File: src/rtl/mem_port_arbiter.sv
// mem_port_arbiter: shares one AXI4-Lite master between fetch and data.
// Data wins by default; a starvation counter forces a fetch grant.
module mem_port_arbiter #(
  parameter int ADDR_W     = 32,
  parameter int DATA_W     = 32,
  parameter int STARVE_MAX = 4
) (
  input  logic                clk,
  input  logic                rst,
  input  logic                if_req,
  input  logic [ADDR_W-1:0]   if_addr,
  output logic                if_ack,
  output logic [DATA_W-1:0]   if_rdata,
  output logic                if_err,
  input  logic                dm_req,
  input  logic                dm_we,
  input  logic [ADDR_W-1:0]   dm_addr,
  input  logic [DATA_W-1:0]   dm_wdata,
  input  logic [DATA_W/8-1:0] dm_wstrb,
  output logic                dm_ack,
  output logic [DATA_W-1:0]   dm_rdata,
  output logic                dm_err,
  output logic                busy,
  output logic [ADDR_W-1:0]   m_awaddr,
  output logic                m_awvalid,
  input  logic                m_awready,
  output logic [DATA_W-1:0]   m_wdata,
  output logic [DATA_W/8-1:0] m_wstrb,
  output logic                m_wvalid,
  input  logic                m_wready,
  input  logic [1:0]          m_bresp,
  input  logic                m_bvalid,
  output logic                m_bready,
  output logic [ADDR_W-1:0]   m_araddr,
  output logic                m_arvalid,
  input  logic                m_arready,
  input  logic [DATA_W-1:0]   m_rdata,
  input  logic [1:0]          m_rresp,
  input  logic                m_rvalid,
  output logic                m_rready
);

  localparam int STRB_W = DATA_W / 8;
  localparam int CNT_W  = $clog2(STARVE_MAX + 1);
  localparam logic [CNT_W-1:0] STARVE_LIM = CNT_W'(STARVE_MAX);

  localparam logic [2:0] S_IDLE = 3'd0;
  localparam logic [2:0] S_AR   = 3'd1;
  localparam logic [2:0] S_R    = 3'd2;
  localparam logic [2:0] S_AWW  = 3'd3;
  localparam logic [2:0] S_B    = 3'd4;

  logic [2:0]        r_state;
  logic              r_own_dm;
  logic [ADDR_W-1:0] r_addr;
  logic [DATA_W-1:0] r_wdata;
  logic [STRB_W-1:0] r_wstrb;
  logic [CNT_W-1:0]  r_starve;
  logic              r_arvalid;
  logic              r_rready;
  logic              r_awvalid;
  logic              r_wvalid;
  logic              r_bready;
  logic              r_aw_done;
  logic              r_w_done;
  logic              r_if_ack;
  logic              r_dm_ack;
  logic              r_if_err;
  logic              r_dm_err;
  logic [DATA_W-1:0] r_if_rdata;
  logic [DATA_W-1:0] r_dm_rdata;
  logic              r_busy;

  logic w_any_ack;
  logic w_gnt_f;
  logic w_gnt_d;
  logic w_aw_hs;
  logic w_w_hs;
  logic w_aw_fin;
  logic w_w_fin;
  logic w_unused;

  // an ack cycle gives the requester time to update req/addr
  assign w_any_ack = r_if_ack | r_dm_ack;
  assign w_gnt_f   = ~w_any_ack & if_req &
                     (~dm_req | (r_starve == STARVE_LIM));
  assign w_gnt_d   = ~w_any_ack & dm_req & ~w_gnt_f;

  assign w_aw_hs  = r_awvalid & m_awready;
  assign w_w_hs   = r_wvalid & m_wready;
  assign w_aw_fin = r_aw_done | w_aw_hs;
  assign w_w_fin  = r_w_done | w_w_hs;
  assign w_unused = m_rresp[0] ^ m_bresp[0];

  always_ff @(posedge clk or negedge rst) begin
    if (!rst) begin
      r_state    <= S_IDLE;
      r_own_dm   <= 1'b0;
      r_addr     <= '0;
      r_wdata    <= '0;
      r_wstrb    <= '0;
      r_starve   <= '0;
      r_arvalid  <= 1'b0;
      r_rready   <= 1'b0;
      r_awvalid  <= 1'b0;
      r_wvalid   <= 1'b0;
      r_bready   <= 1'b0;
      r_aw_done  <= 1'b0;
      r_w_done   <= 1'b0;
      r_if_ack   <= 1'b0;
      r_dm_ack   <= 1'b0;
      r_if_err   <= 1'b0;
      r_dm_err   <= 1'b0;
      r_if_rdata <= '0;
      r_dm_rdata <= '0;
      r_busy     <= 1'b0;
    end else begin
      r_if_ack <= 1'b0;
      r_dm_ack <= 1'b0;
      case (r_state)
        S_IDLE: begin
          if (w_gnt_f || w_gnt_d) begin
            r_own_dm <= w_gnt_d;
            r_addr   <= w_gnt_d ? dm_addr : if_addr;
            r_wdata  <= dm_wdata;
            r_wstrb  <= dm_wstrb;
            r_busy   <= 1'b1;
            if (w_gnt_d && dm_we) begin
              r_state   <= S_AWW;
              r_awvalid <= 1'b1;
              r_wvalid  <= 1'b1;
              r_aw_done <= 1'b0;
              r_w_done  <= 1'b0;
            end else begin
              r_state   <= S_AR;
              r_arvalid <= 1'b1;
            end
          end
          if (w_gnt_f) begin
            r_starve <= '0;
          end else if (w_gnt_d && if_req && r_starve != STARVE_LIM) begin
            r_starve <= r_starve + 1'b1;
          end
        end
        S_AR: begin
          if (m_arready) begin
            r_arvalid <= 1'b0;
            r_rready  <= 1'b1;
            r_state   <= S_R;
          end
        end
        S_R: begin
          if (m_rvalid) begin
            r_rready <= 1'b0;
            r_busy   <= 1'b0;
            r_state  <= S_IDLE;
            if (r_own_dm) begin
              r_dm_rdata <= m_rdata;
              r_dm_err   <= m_rresp[1];
              r_dm_ack   <= 1'b1;
            end else begin
              r_if_rdata <= m_rdata;
              r_if_err   <= m_rresp[1];
              r_if_ack   <= 1'b1;
            end
          end
        end
        S_AWW: begin
          if (w_aw_hs) begin
            r_awvalid <= 1'b0;
            r_aw_done <= 1'b1;
          end
          if (w_w_hs) begin
            r_wvalid <= 1'b0;
            r_w_done <= 1'b1;
          end
          if (w_aw_fin && w_w_fin) begin
            r_bready <= 1'b1;
            r_state  <= S_B;
          end
        end
        S_B: begin
          if (m_bvalid) begin
            r_bready <= 1'b0;
            r_dm_err <= m_bresp[1];
            r_dm_ack <= 1'b1;
            r_busy   <= 1'b0;
            r_state  <= S_IDLE;
          end
        end
        default: begin
          r_arvalid <= 1'b0;
          r_rready  <= 1'b0;
          r_awvalid <= 1'b0;
          r_wvalid  <= 1'b0;
          r_bready  <= 1'b0;
          r_busy    <= 1'b0;
          r_state   <= S_IDLE;
        end
      endcase
    end
  end

  assign if_ack    = r_if_ack;
  assign if_rdata  = r_if_rdata;
  assign if_err    = r_if_err;
  assign dm_ack    = r_dm_ack;
  assign dm_rdata  = r_dm_rdata;
  assign dm_err    = r_dm_err;
  assign busy      = r_busy;
  assign m_awaddr  = r_addr;
  assign m_awvalid = r_awvalid;
  assign m_wdata   = r_wdata;
  assign m_wstrb   = r_wstrb;
  assign m_wvalid  = r_wvalid;
  assign m_bready  = r_bready;
  assign m_araddr  = r_addr;
  assign m_arvalid = r_arvalid;
  assign m_rready  = r_rready;

endmodule

File: config.mk
export PLATFORM = sky130hd
export DESIGN_NAME = mem_port_arbiter
export DESIGN_NICKNAME = d
export VERILOG_FILES = /design/src/rtl/mem_port_arbiter.sv
export SDC_FILE = /design/constraint.sdc
export NUM_CORES = 1
export LEC_CHECK = 0
export ABC_CLOCK_PERIOD_IN_PS = 3400
export CORE_MARGIN = 2
export CORE_UTILIZATION = 45
export DETAILED_ROUTE_END_ITERATION = 10
export PLACE_DENSITY = 0.86
export SLEW_MARGIN = 20
export SYNTH_ARGS = -nofsm -noshare
export SYNTH_HDL_FRONTEND = slang
export SYNTH_SLANG_ARGS = --single-unit
File: constraint.sdc
create_clock -name clk -period 3.4 [get_ports clk]
set_input_delay 0.34 -clock clk [delete_from_list [all_inputs] [get_ports clk]]
set_output_delay 0.34 -clock clk [all_outputs]
set_load 0.005 [all_outputs]
Yosys cells after proc, flatten, opt, wreduce, memory -nomap -nowiden
Cells that the tools add are included.
{"block": "classes", "bitwise_logic": 19, "n_addsub": 1, "eq_ne": 16, "n_reduce_logical": 28, "mux": 45}
{"operator": "32-bit 2-to-1 mux", "n": 1}
{"operator": "4-bit AND reduction", "n": 7}
{"operator": "1-bit 2-to-1 mux", "n": 25}
{"operator": "3-bit 2-to-1 mux", "n": 7}
{"operator": "2-bit inequality test (second input constant)", "n": 10}
{"operator": "1-bit one-hot mux with 3 select lines", "n": 5}
{"operator": "3-bit one-hot mux with 5 select lines", "n": 1}
{"operator": "3-bit AND reduction", "n": 4}
{"operator": "3-bit OR reduction", "n": 4}
{"operator": "1-bit inverter", "n": 9}
{"operator": "1-bit one-hot mux with 2 select lines", "n": 4}
{"operator": "1-bit AND", "n": 6}
{"operator": "3-bit by 2-bit equality test with 1-bit output (second input constant)", "n": 2}
{"operator": "3-bit equality test (second input constant)", "n": 2}
{"operator": "2-bit nonzero test", "n": 3}
{"operator": "5-bit AND reduction", "n": 1}
{"operator": "1-bit logical AND", "n": 4}
{"operator": "1-bit OR", "n": 4}
{"operator": "1-bit one-hot mux with 4 select lines", "n": 1}
{"operator": "2-bit AND reduction", "n": 2}
{"operator": "3-bit by 1-bit adder with 3-bit output (second input constant)", "n": 1}
{"operator": "3-bit by 1-bit equality test with 1-bit output (second input constant)", "n": 1}
{"operator": "3-bit logical NOT", "n": 1}
{"operator": "3-bit inequality test (second input constant)", "n": 1}
{"operator": "3 further kinds", "n": 3}
{"block": "word_totals", "register_bits": 151, "inputBits": 146, "wordCells": 129}

Depth between registers and ports, before layout
Gate-level depths: netlist of the first run.
{"block": "depth", "ltp_word": 10, "mapped_depth": 7, "depth_no_buf": 5}

Worst setup path after synthesis of the first run
OpenSTA, ideal clock, no wires.
{"block": "synth_path", "path_kind": "register -> register", "start": "register r_state[2]", "end": "register r_wdata[0] (netlist: m_wdata[0])", "path_stages_with_launch": 7, "setup_time_ns": 0.125, "required_time_ns": 3.275, "arrival_time_ns": 1.482, "synth_period_minus_slack_ns": 1.607, "setup_slack_ns": 1.793, "cell_sequence": "dfrtp_1 > buf_2 > nor3_2 > and3_1 > buf_6 > buf_6 > mux2_4"}
{"block": "synth_via", "elab_chain_cells": 2}
{"element": "start, declared", "line_no": "53", "rtl": "logic [2:0] r_state;"}
{"element": "start signal, assigned", "line_no": "97", "rtl": "r_state <= S_IDLE;"}
{"element": "start signal, assigned", "line_no": "129", "rtl": "r_state <= S_AWW;"}
{"element": "start signal, assigned", "line_no": "135", "rtl": "r_state <= S_AR;"}
{"element": "3-bit logical NOT", "line_no": "120", "rtl": "case (r_state)"}
{"element": "2-bit AND reduction (no source line)"}
{"element": "end signal, assigned", "line_no": "125", "rtl": "r_wdata <= dm_wdata;"}
{"element": "end, declared", "line_no": "56", "rtl": "logic [DATA_W-1:0] r_wdata;"}
Every way passes these cells.
A chain may end at the register's enable or synchronous reset.

Worst setup path after layout of the first run
{"block": "layout_path", "start": "register r_state[0]", "end": "register r_if_rdata[22] (netlist: if_rdata[22])"}
{"block": "layout_via", "elab_chain_cells": 2}
{"element": "3-bit by 2-bit equality test with 1-bit output", "line_no": "120"}
{"element": "3-bit AND reduction (no source line)"}
{"element": "end signal, assigned", "line_no": "162", "rtl": "r_if_rdata <= m_rdata;"}
{"element": "end, declared", "line_no": "70", "rtl": "logic [DATA_W-1:0] r_if_rdata;"}
Every way passes these cells.

==> impl_metrics.tcl, run 1 <==
set metrics [dict create \
    cts_tree "done" \
    fmax_mhz 434.5 \
    ys_seq_area_frac 0.5438 \
    vias 5648 \
    yosysWarnings 0 \
    rows 45 \
    violations "negative hold slack" \
    hold_viol_final 16 \
    grtUsageTotal 0.2559 \
    dp_cells 973 \
    place_hpwl_um 14520 \
    antenna_found_initial 1 \
    maxCapViolations 0 \
    die_width_um 128.3 \
    slew_violations 0 \
    clock_skew_ns 0.005332 \
    fin_ws_ns 1.099 \
    place_ws_ns 0.8944 \
    areaGrowthSynthToFinish_pct 51.89 \
    min_path_type "in2async" \
    leakage_nw 4.267 \
    setup_viol 0 \
    ys_ff_latch 151 \
    fin_total_pwr_w 0.01006 \
    internal_power_w 0.006856 \
    power_density_mw_per_mm2 953.0 \
    synthCells 536 \
    grt-ovfl-total 0 \
    root_buffer "clkbuf_16" \
    wirelength_um 21110 \
    worst-path-buf-inv 1 \
    core_area_mm2 0.01515 \
    layout.cells.non_filler 1005 \
    io_pins 320 \
    fillers 1014 \
    ctsHoldBuffers 0 \
    grt_pass1_wl_um 32440 \
    gp_congestion 0.8868 \
    hold_ws_ns -0.01969 \
    synth_cell_type_count 46 \
    crit_required_ns 3.70 \
    cp_data_arrival_time_ns 2.60 \
    drc 0 \
    drt_iter0_markers 325 \
    status "finished, violations left" \
    syn_nets 684 \
    p_switching_w 0.003203 \
    cp-start-kind "flip-flop" \
    worstSetupPathDepth 4 \
    syn-cell-area_mm2 0.006949 \
    synthesis.area_per_instance_um2 12.96 \
    p_clk_frac 0.182 \
    cts_sinks 151 \
    drive_gt1_frac 0.2142 \
    cts_max_path_buffers 2 \
    crit_family "simple AND/OR/NAND/NOR gates" \
    grt_max_degree 85 \
    numCtsBuffers 17 \
    crit_slowest_cell "nor2_4" \
    slowest_delay_ns 0.61 \
    htreeDepth 4 \
    rsz0062_at_grt "false" \
    wl_per_cell_um 21.01 \
    cp-end-kind "flip-flop" \
    clk_latency_ns 0.42 \
    cp_cell_sequence "nand4bb_1 -> nor2_4 -> buf_4 -> mux2_2" \
    vias_per_cell 5.620 \
    tightest_slew_ns 0.8240 \
    port_buffers 317 \
    finalCritPeriodShare 0.6769 \
    ir_drop_uv 558.3 \
    async_flop_share 1.000 \
    die_area_mm2 0.01645 \
    r2r_cells 4 \
    ant_nets 0 \
    switching_share 0.3184 \
    fin_setup_tns_ns 0 \
    grt_pass1_vias 5946 \
    cts.reportedPaths.clkPinSlew_ns 0.06 \
    fin_nets 952 \
    cts_setup_buffers 0 \
    cts.repair.resized 0 \
    path_max_fanout 23 \
    drtPass1Iterations 5 \
    seqPwrFrac 0.334 \
    synth_edf_count 0 \
    n_antenna_cell 0 \
    pwr-share-comb 0.483 \
    dieHeight_um 128.3 \
    min_period_ns 2.301 \
    relSlewSlack 0.4487 \
    crit_type "reg2reg" \
    ys.flop_type "dfrtp_1" \
    initial_utilization 0.4588 \
]
==> through the flow <==
step / area, um^2 / util
after floorplan: 6949 / -
after global placement: 9980 / 0.6589
after detailed placement: 9980 / 0.6589
after CTS: 10560 / 0.6969
after global routing: 10560 / 0.6969
final: 10560 / 0.6969
==> Yosys cell counts, types with 3 or more instances <==
cell / number / share of area
buf_6: 8 / 0.013
a31oi_2: 20 / 0.036
mux2_2: 67 / 0.11
nand4_1: 32 / 0.029
dfrtp_1: 151 / 0.54
a31oi_1: 45 / 0.041
buf_2: 14 / 0.010
nor3b_1: 3 / 0.0032
mux2_4: 34 / 0.073
o2bb2ai_1: 4 / 0.0050
nor2_1: 4 / 0.0022
nand2_1: 6 / 0.0032
o21ai_0: 37 / 0.027
buf_4: 33 / 0.036
a21oi_1: 3 / 0.0022
nand3_1: 8 / 0.0058
clkbuf_1: 24 / 0.013
inv_1: 6 / 0.0032
==> worst paths after layout <==
| kind | from | end | slack, ns |
|---|---|---|---|
| max in group asynchronous | rst | m_araddr[14] | 2.54 |
| setup reg to reg | r_state[0] | if_rdata[22] | 1.10 |
| hold / removal | rst | if_rdata[25] | -0.02 |
| min in group clk | r_w_done | r_w_done | 0.50 |
| hold reg to reg | r_w_done | r_w_done | 0.50 |
| setup / recovery | r_state[0] | if_rdata[22] | 1.10 |
==> cells in the final DEF (no fill, tap or decap), types with 2 or more instances in the layout <==
master and instances:
nand3_1 8, nor2b_1 2, o221a_1 2, a31oi_1 45, nor2_4 2, o21ai_0 37
clkbuf_8 2, nand4bb_1 2, mux2_2 67, o22ai_1 2, clkinvlp_4 5, a31oi_2 20
mux2_4 34, clkdlybuf4s50_1 316, mux2i_1 2, a21oi_1 3, dfrtp_1 151, inv_1 6
inv_6 2, buf_4 10, o2bb2ai_1 4, clkbuf_16 17, clkinv_4 2, nor3b_1 3
nand2_1 6, nor2_1 3, nand4_1 32, nor3_1 2, ha_1 2, or3b_2 3
==> cell families (layout without fill, tap and decap cells) <==
group | after synthesis | count (layout) | synth area share
AOI/OAI and AO/OA | 122 | 122 | 0.1264
adders and majority gates | 2 | 2 | 0.003600
buffers and inverters | 85 | 366 | 0.07490
DFF | 151 | 151 | 0.5438
muxes | 103 | 103 | 0.1849
and+or+nand+nor | 73 | 73 | 0.06644
==> registers in the layout, summed over array words and instances (netlist names) <==
register   cells
m_wvalid       1
dm_err         1
r_aw_done      1
m_arvalid      1
dm_ack         1
m_araddr      32
m_bready       1
m_awvalid      1
busy           1
m_rready       1
dm_rdata      32
if_rdata      32
r_state        3
r_w_done       1
r_starve       3
m_wstrb        4
if_ack         1
m_wdata       32
r_own_dm       1
if_err         1
==> per-layer routing <==
layer  routed length [um]  GRT usage  vias to the layer above
li1                     -          -                     2501
met1                 7700     0.2865                     2797
met2                11010     0.4503                      314
met3                 1930    0.08723                       34
met4                  461    0.09632                        2
met5                   13          0                        -
==> layout make-up <==
class                           count  area, um^2  share of cell area
Timing Repair Buffer              328        3269              0.3097
Sequential cell                   151        3779              0.3580
Clock inverter                     12       118.9             0.01126
Inverter                            6       22.52            0.002134
Clock buffer                       20       456.7             0.04327
Tap cell                          188       235.2             0.02229
Multi-Input combinational cell    300        2674              0.2533
==> power by group through the flow <==
| stage | Combinational [W] | Sequential, W | Clock [W] |
|---|---|---|---|
| 2_1_floorplan | 0.00241 | 0.00330 | 0 |
| 3_3_place_gp | 0.00474 | 0.00329 | 0 |
| 3_5_place_dp | 0.00486 | 0.00337 | 0 |
| 4_1_cts | 0.00490 | 0.00336 | 0.00187 |
| 5_1_grt | 0.00521 | 0.00347 | 0.00194 |
| 6_report | 0.00486 | 0.00336 | 0.00183 |
No activity file was read; power rests on OpenSTA's default activity.
==> inputs of run 2 (changes only) <==
--- a/config.mk
+++ b/config.mk
@@ -5,11 +5,11 @@
 export SDC_FILE = /design/constraint.sdc
 export NUM_CORES = 1
 export LEC_CHECK = 0
-export ABC_CLOCK_PERIOD_IN_PS = 3400
+export ABC_CLOCK_PERIOD_IN_PS = 2100
 export CORE_MARGIN = 2
-export CORE_UTILIZATION = 45
+export CORE_UTILIZATION = 38
 export DETAILED_ROUTE_END_ITERATION = 10
-export PLACE_DENSITY = 0.86
+export PLACE_DENSITY = 0.78
 export SLEW_MARGIN = 20
 export SYNTH_ARGS = -nofsm -noshare
 export SYNTH_HDL_FRONTEND = slang
==> constraint.sdc (replaced) <==
create_clock -name clk -period 2.1 [get_ports clk]
set_input_delay 0.21 -clock clk [delete_from_list [all_inputs] [get_ports clk]]
set_output_delay 0.21 -clock clk [all_outputs]
set_load 0.005 [all_outputs]
==> run 2 against run 1 <==
  * The run now ends clean
  * Hold slack better by 0.31 ns
  * Register-to-register slack got worse by 0.76 ns
  * Non-clock buffer count grew 13
  * Global-route usage fell by 4.5 points
  * Via count down 1.1%
  * Critical path type unchanged
  * Largest cell class unchanged
==> impl_metrics.tcl, run 2 (synthesized netlist as in run 1, its figures left out) <==
set metrics [dict create \
    status "completed" \
    core_area_mm2 0.01796 \
    path_max_fanout 39 \
    clk_latency_ns 0.42 \
    vias 5586 \
    numCtsBuffers 17 \
    power_density_mw_per_mm2 1528 \
    place_hpwl_um 14780 \
    grt_max_degree 69 \
    cts.reportedPaths.clkPinSlew_ns 0.07 \
    grt_pass1_wl_um 32540 \
    leakage_nw 4.377 \
    cts_max_path_buffers 2 \
    antenna_found_initial 0 \
    grtUsageTotal 0.2113 \
    dieHeight_um 139.2 \
    cts_sinks 151 \
    root_buffer "clkbuf_16" \
    areaGrowthSynthToFinish_pct 55.44 \
    slowest_delay_ns 0.51 \
    gp_congestion 0.8289 \
    drive_gt1_frac 0.2253 \
    cts_tree "done" \
    cp-end-kind "flip-flop" \
    die_width_um 139.2 \
    fmax_mhz 568.1 \
    drtPass1Iterations 5 \
    slew_violations 0 \
    internal_power_w 0.01128 \
    final_cell_mix "clkdlybuf4s50_1 (316), dfrtp_1 (151), mux2_2 (67)" \
    wl_per_cell_um 19.48 \
    hold_viol_final 0 \
    place_ws_ns 0.1581 \
    initial_utilization 0.3868 \
    cp_data_arrival_time_ns 2.07 \
    clock_skew_ns 0.01139 \
    die_area_mm2 0.01939 \
    switching_share 0.3166 \
    finalCritPeriodShare 0.8383 \
    cts_setup_buffers 0 \
    min_period_ns 1.760 \
    wirelength_um 20630 \
    tightest_slew_ns 0.4692 \
    cp_cell_sequence "nor3_4 -> buf_4 -> nand3_1 -> a22o_1" \
    ctsHoldBuffers 1 \
    setup_viol 0 \
    p_clk_frac 0.187 \
    port_buffers 317 \
    drc 0 \
    rows 49 \
    ant_nets 0 \
    cts.repair.resized 0 \
    maxCapViolations 0 \
    min_path_type "in2async" \
    rsz0062_at_grt "false" \
    vias_per_cell 5.275 \
    seqPwrFrac 0.325 \
    final_common_cell "clkdlybuf4s50_1" \
    regToRegSetupSlack_ns 0.34 \
    relSlewSlack 0.6872 \
    grt_pass1_vias 5760 \
    htreeDepth 4 \
    crit_required_ns 2.41 \
    pwr-share-comb 0.489 \
    grt-ovfl-total 0 \
    fin_setup_tns_ns 0 \
    crit_type "reg2reg" \
    fillers 1486 \
    io_pins 320 \
    fin_ws_ns 0.3396 \
    crit_slowest_cell "dfrtp_1" \
    fin_nets 965 \
    drt_iter0_markers 301 \
    n_antenna_cell 0 \
    p_switching_w 0.005227 \
    cp-start-kind "flip-flop" \
    ir_drop_uv 730.3 \
]
[run 2: final timing paths]
check	start	to	depth (start not counted)
hold / removal	rst	dm_rdata[12]	2
setup reg to reg	r_state[2]	r_own_dm	4
max in group asynchronous	rst	dm_rdata[27]	3
hold reg to reg	r_w_done	r_w_done	1
min in group clk	if_addr[17]	m_araddr[17]	3
setup / recovery	r_state[2]	r_own_dm	4
[run 2: worst max-delay path, delay by kind of cell, from the launching register on]
kind	cells	cell delay [ns]
flip-flops	1	0.51
AND/OR/NAND/NOR	2	0.45
buffers and inverters	1	0.41
AO/OA/AOI/OAI	1	0.28
[run 2: layout make-up]
cell class / count / area [um^2] / area share
sequential: 151 / 3779 / 0.3498
tap: 229 / 286.5 / 0.02653
multi-input combinational: 300 / 2674 / 0.2475
inverter: 6 / 22.52 / 0.002085
clock inverter: 14 / 156.4 / 0.01448
timing repair buffer: 341 / 3445 / 0.3189
clock buffer: 18 / 439.2 / 0.04066
[run 2: metrics by stage]
stage	hold WS [ns]	instances	total power, W	util	instance area (um^2)
6_report	0.2922	1059	0.01651	0.6013	10800
5_1_grt	0.3373	1059	0.01748	0.6013	10800
4_1_cts	0.3034	1059	0.01668	0.6013	10800
3_5_place_dp	0.1900	1026	0.01352	0.5676	10200
3_3_place_gp	0.1892	1026	0.01335	0.5676	10200
2_1_floorplan	-0.08559	536	0.009246	-	6949
[run 2: layer usage]
metal | global-route usage | share of wire | wire length (um)
met5 | 0 | 0 | 0
met4 | 0.06167 | 0.022 | 461
met3 | 0.08293 | 0.099 | 2041
met2 | 0.3465 | 0.48 | 9985
met1 | 0.2593 | 0.39 | 8143
[run 2: power by group through the flow]
stage               logic (W)  clock network, W  registers, W
global route          0.00865           0.00328       0.00555
finish                0.00807           0.00308       0.00536
floorplan             0.00390                 0       0.00534
detailed placement    0.00813                 0       0.00538
CTS                   0.00817           0.00315       0.00536
global placement      0.00804                 0       0.00531
==> inputs of run 3 (changes only) <==
--- a/config.mk
+++ b/config.mk
@@ -5,11 +5,11 @@
 export SDC_FILE = /design/constraint.sdc
 export NUM_CORES = 1
 export LEC_CHECK = 0
-export ABC_CLOCK_PERIOD_IN_PS = 2100
+export ABC_CLOCK_PERIOD_IN_PS = 1700
 export CORE_MARGIN = 2
-export CORE_UTILIZATION = 38
+export CORE_UTILIZATION = 42
 export DETAILED_ROUTE_END_ITERATION = 10
-export PLACE_DENSITY = 0.78
+export PLACE_DENSITY = 0.81
 export SLEW_MARGIN = 20
 export SYNTH_ARGS = -nofsm -noshare
 export SYNTH_HDL_FRONTEND = slang
==> constraint.sdc (replaced) <==
create_clock -name clk -period 1.7 [get_ports clk]
set_input_delay 0.17 -clock clk [delete_from_list [all_inputs] [get_ports clk]]
set_output_delay 0.17 -clock clk [all_outputs]
set_load 0.005 [all_outputs]
==> run 3 against run 2 <==
  * First-iteration DRC count up 16%
  * Wire length up 3.8%
  * Clock-buffer cell count unchanged
  * Non-clock buffer count up 10
  * Critical path depth up 2
  * Largest cell class unchanged
  * Global-route usage up 3.1 points
  * Die area down 9.3%
==> impl_metrics.tcl, run 3 (synthesized netlist as in run 1, its figures left out) <==
set metrics [dict create \
    power_density_mw_per_mm2 1897 \
    gr-max-usage-layer "met2" \
    dieHeight_um 132.6 \
    io_pins 320 \
    p_clk_frac 0.184 \
    fmax_mhz 615.9 \
    place_hpwl_um 15220 \
    seqPwrFrac 0.321 \
    crit_required_ns 1.99 \
    grt_pass1_wl_um 33580 \
    fin_nets 975 \
    drive_gt1_frac 0.2357 \
    relSlewSlack 0.6984 \
    layout.cells.non_filler 1061 \
    die_width_um 132.6 \
    wl_per_cell_um 20.18 \
    grt_pass1_vias 6165 \
    cts.reportedPaths.clkPinSlew_ns 0.07 \
    final_common_cell "clkdlybuf4s50_1" \
    cp-start-kind "flip-flop" \
    cts_setup_buffers 0 \
    drtPass1Iterations 5 \
    cp_data_arrival_time_ns 1.92 \
    areaGrowthSynthToFinish_pct 57.60 \
    min_path_type "in2async" \
    setup_viol 0 \
    ir_drop_uv 898.1 \
    core_area_mm2 0.01635 \
    port_buffers 317 \
    crit_family "compound AO/OA/AOI/OAI gates" \
    crit_type "reg2reg" \
    crit_slowest_cell "dfrtp_1" \
    slowest_delay_ns 0.35 \
    fillers 1191 \
    cp_cell_sequence "inv_1 -> ha_1 -> and3_2 -> buf_12 -> o21ai_0 -> a31oi_2" \
    drt_iter0_markers 349 \
    fin_area_mm2 0.01095 \
    cts_sinks 151 \
    grt-ovfl-total 0 \
    leakage_nw 4.471 \
    path_max_fanout 32 \
    cts_max_path_buffers 2 \
    met2_usage 0.4191 \
    gp_congestion 0.7926 \
    internal_power_w 0.01417 \
    switching_share 0.3176 \
    vias_per_cell 5.517 \
    min_period_ns 1.624 \
    finalCritPeriodShare 0.9551 \
    slew_violations 0 \
    ff_latch_area_mm2 0.003779 \
    cp-end-kind "flip-flop" \
    maxCapViolations 0 \
    htreeDepth 4 \
    clock_skew_ns 0.01048 \
    die_area_mm2 0.01759 \
    root_buffer "clkbuf_16" \
    hold_viol_final 0 \
    final_cell_mix "clkdlybuf4s50_1 (316), dfrtp_1 (151), mux2_2 (67)" \
    tightest_slew_ns 0.4523 \
    grtUsageMet3 0.07701 \
    rsz0062_at_grt "false" \
    grt_max_degree 69 \
    gr-usage-met1 0.2778 \
    drc 0 \
    p_switching_w 0.006598 \
    worst-path-buf-inv 2 \
    multiInputGateArea_mm2 0.002696 \
    final_util 0.6699 \
    wirelength_um 21410 \
    numCtsBuffers 17 \
    vias 5854 \
    hold_ws_ns 0.2510 \
    initial_utilization 0.4251 \
    pwr-share-comb 0.494 \
    cts_tree "done" \
    dpl_cell_area_mm2 0.01029 \
    clk_latency_ns 0.43 \
    status "completed" \
    dp_cells 1026 \
    ant_nets 0 \
    rows 47 \
    antenna_found_initial 1 \
    grtUsageTotal 0.2426 \
]
run 3: cell types whose count changed in the layout (fill, tap and decap cells not counted), sizes merged:
cell / change
buf: +9
clkinvlp: -2
bufinv: +1
clkbuf: +1
clkinv: +1
diode: +1
run 3: worst paths after layout:
kind | startpoint | depth (start not counted) | slack [ns] | to
worst min register to register | m_arvalid | 1 | 0.50 | m_arvalid
min in group clk | if_addr[18] | 3 | 0.34 | m_araddr[18]
worst min-delay path | rst | 2 | 0.25 | if_rdata[24]
worst max register to register | r_starve[0] | 6 | 0.08 | m_araddr[24]
worst max-delay path | r_starve[0] | 6 | 0.08 | m_araddr[24]
max in group asynchronous | rst | 3 | 0.87 | m_araddr[23]
run 3: repair_timing:
| action | CTS | global route |
|---|---|---|
| cloned | 0 | 1 |
| hold endpoints to repair | 43 | 0 |
| hold buffers | 1 | 0 |
| setup endpoints to repair | 31 | 81 |
| pin swaps | 1 | 0 |
| gates resized for setup | 1 | 9 |
run 3: stage by stage:
step	total power, W	setup slack (ns)	setup TNS [ns]
after floorplan	0.01142	0.09272	0
after global placement	0.01641	-0.1597	-9.168
after detailed placement	0.01686	-0.2315	-13.60
after CTS	0.02085	0.02714	0
after global routing	0.02188	0.0006051	0
final	0.02077	0.07640	0
run 3: power groups by stage:
| stage | Combinational (W) | Clock, W | Sequential, W |
|---|---|---|---|
| 2_1_floorplan | 0.00482 | 0 | 0.00660 |
| 3_3_place_gp | 0.00987 | 0 | 0.00654 |
| 3_5_place_dp | 0.0102 | 0 | 0.00666 |
| 4_1_cts | 0.0103 | 0.00391 | 0.00666 |
| 5_1_grt | 0.0109 | 0.00409 | 0.00689 |
| 6_report | 0.0103 | 0.00383 | 0.00668 |
run 3: cell type report:
class | count | area share
Antenna cell | 1 | 0.0002285
Clock buffer | 18 | 0.03919
Clock inverter | 14 | 0.01474
Inverter | 6 | 0.002056
Multi-Input combinational cell | 300 | 0.2462
Sequential cell | 151 | 0.3450
Tap cell | 220 | 0.02513
Timing Repair Buffer | 351 | 0.3274
run 3: metal layers:
layer  vias to the layer above  wire (um)
met5                         -          0
met4                         0        530
met3                        40       1783
met2                       313      11050
met1                      2935       8041
li1                       2566          -
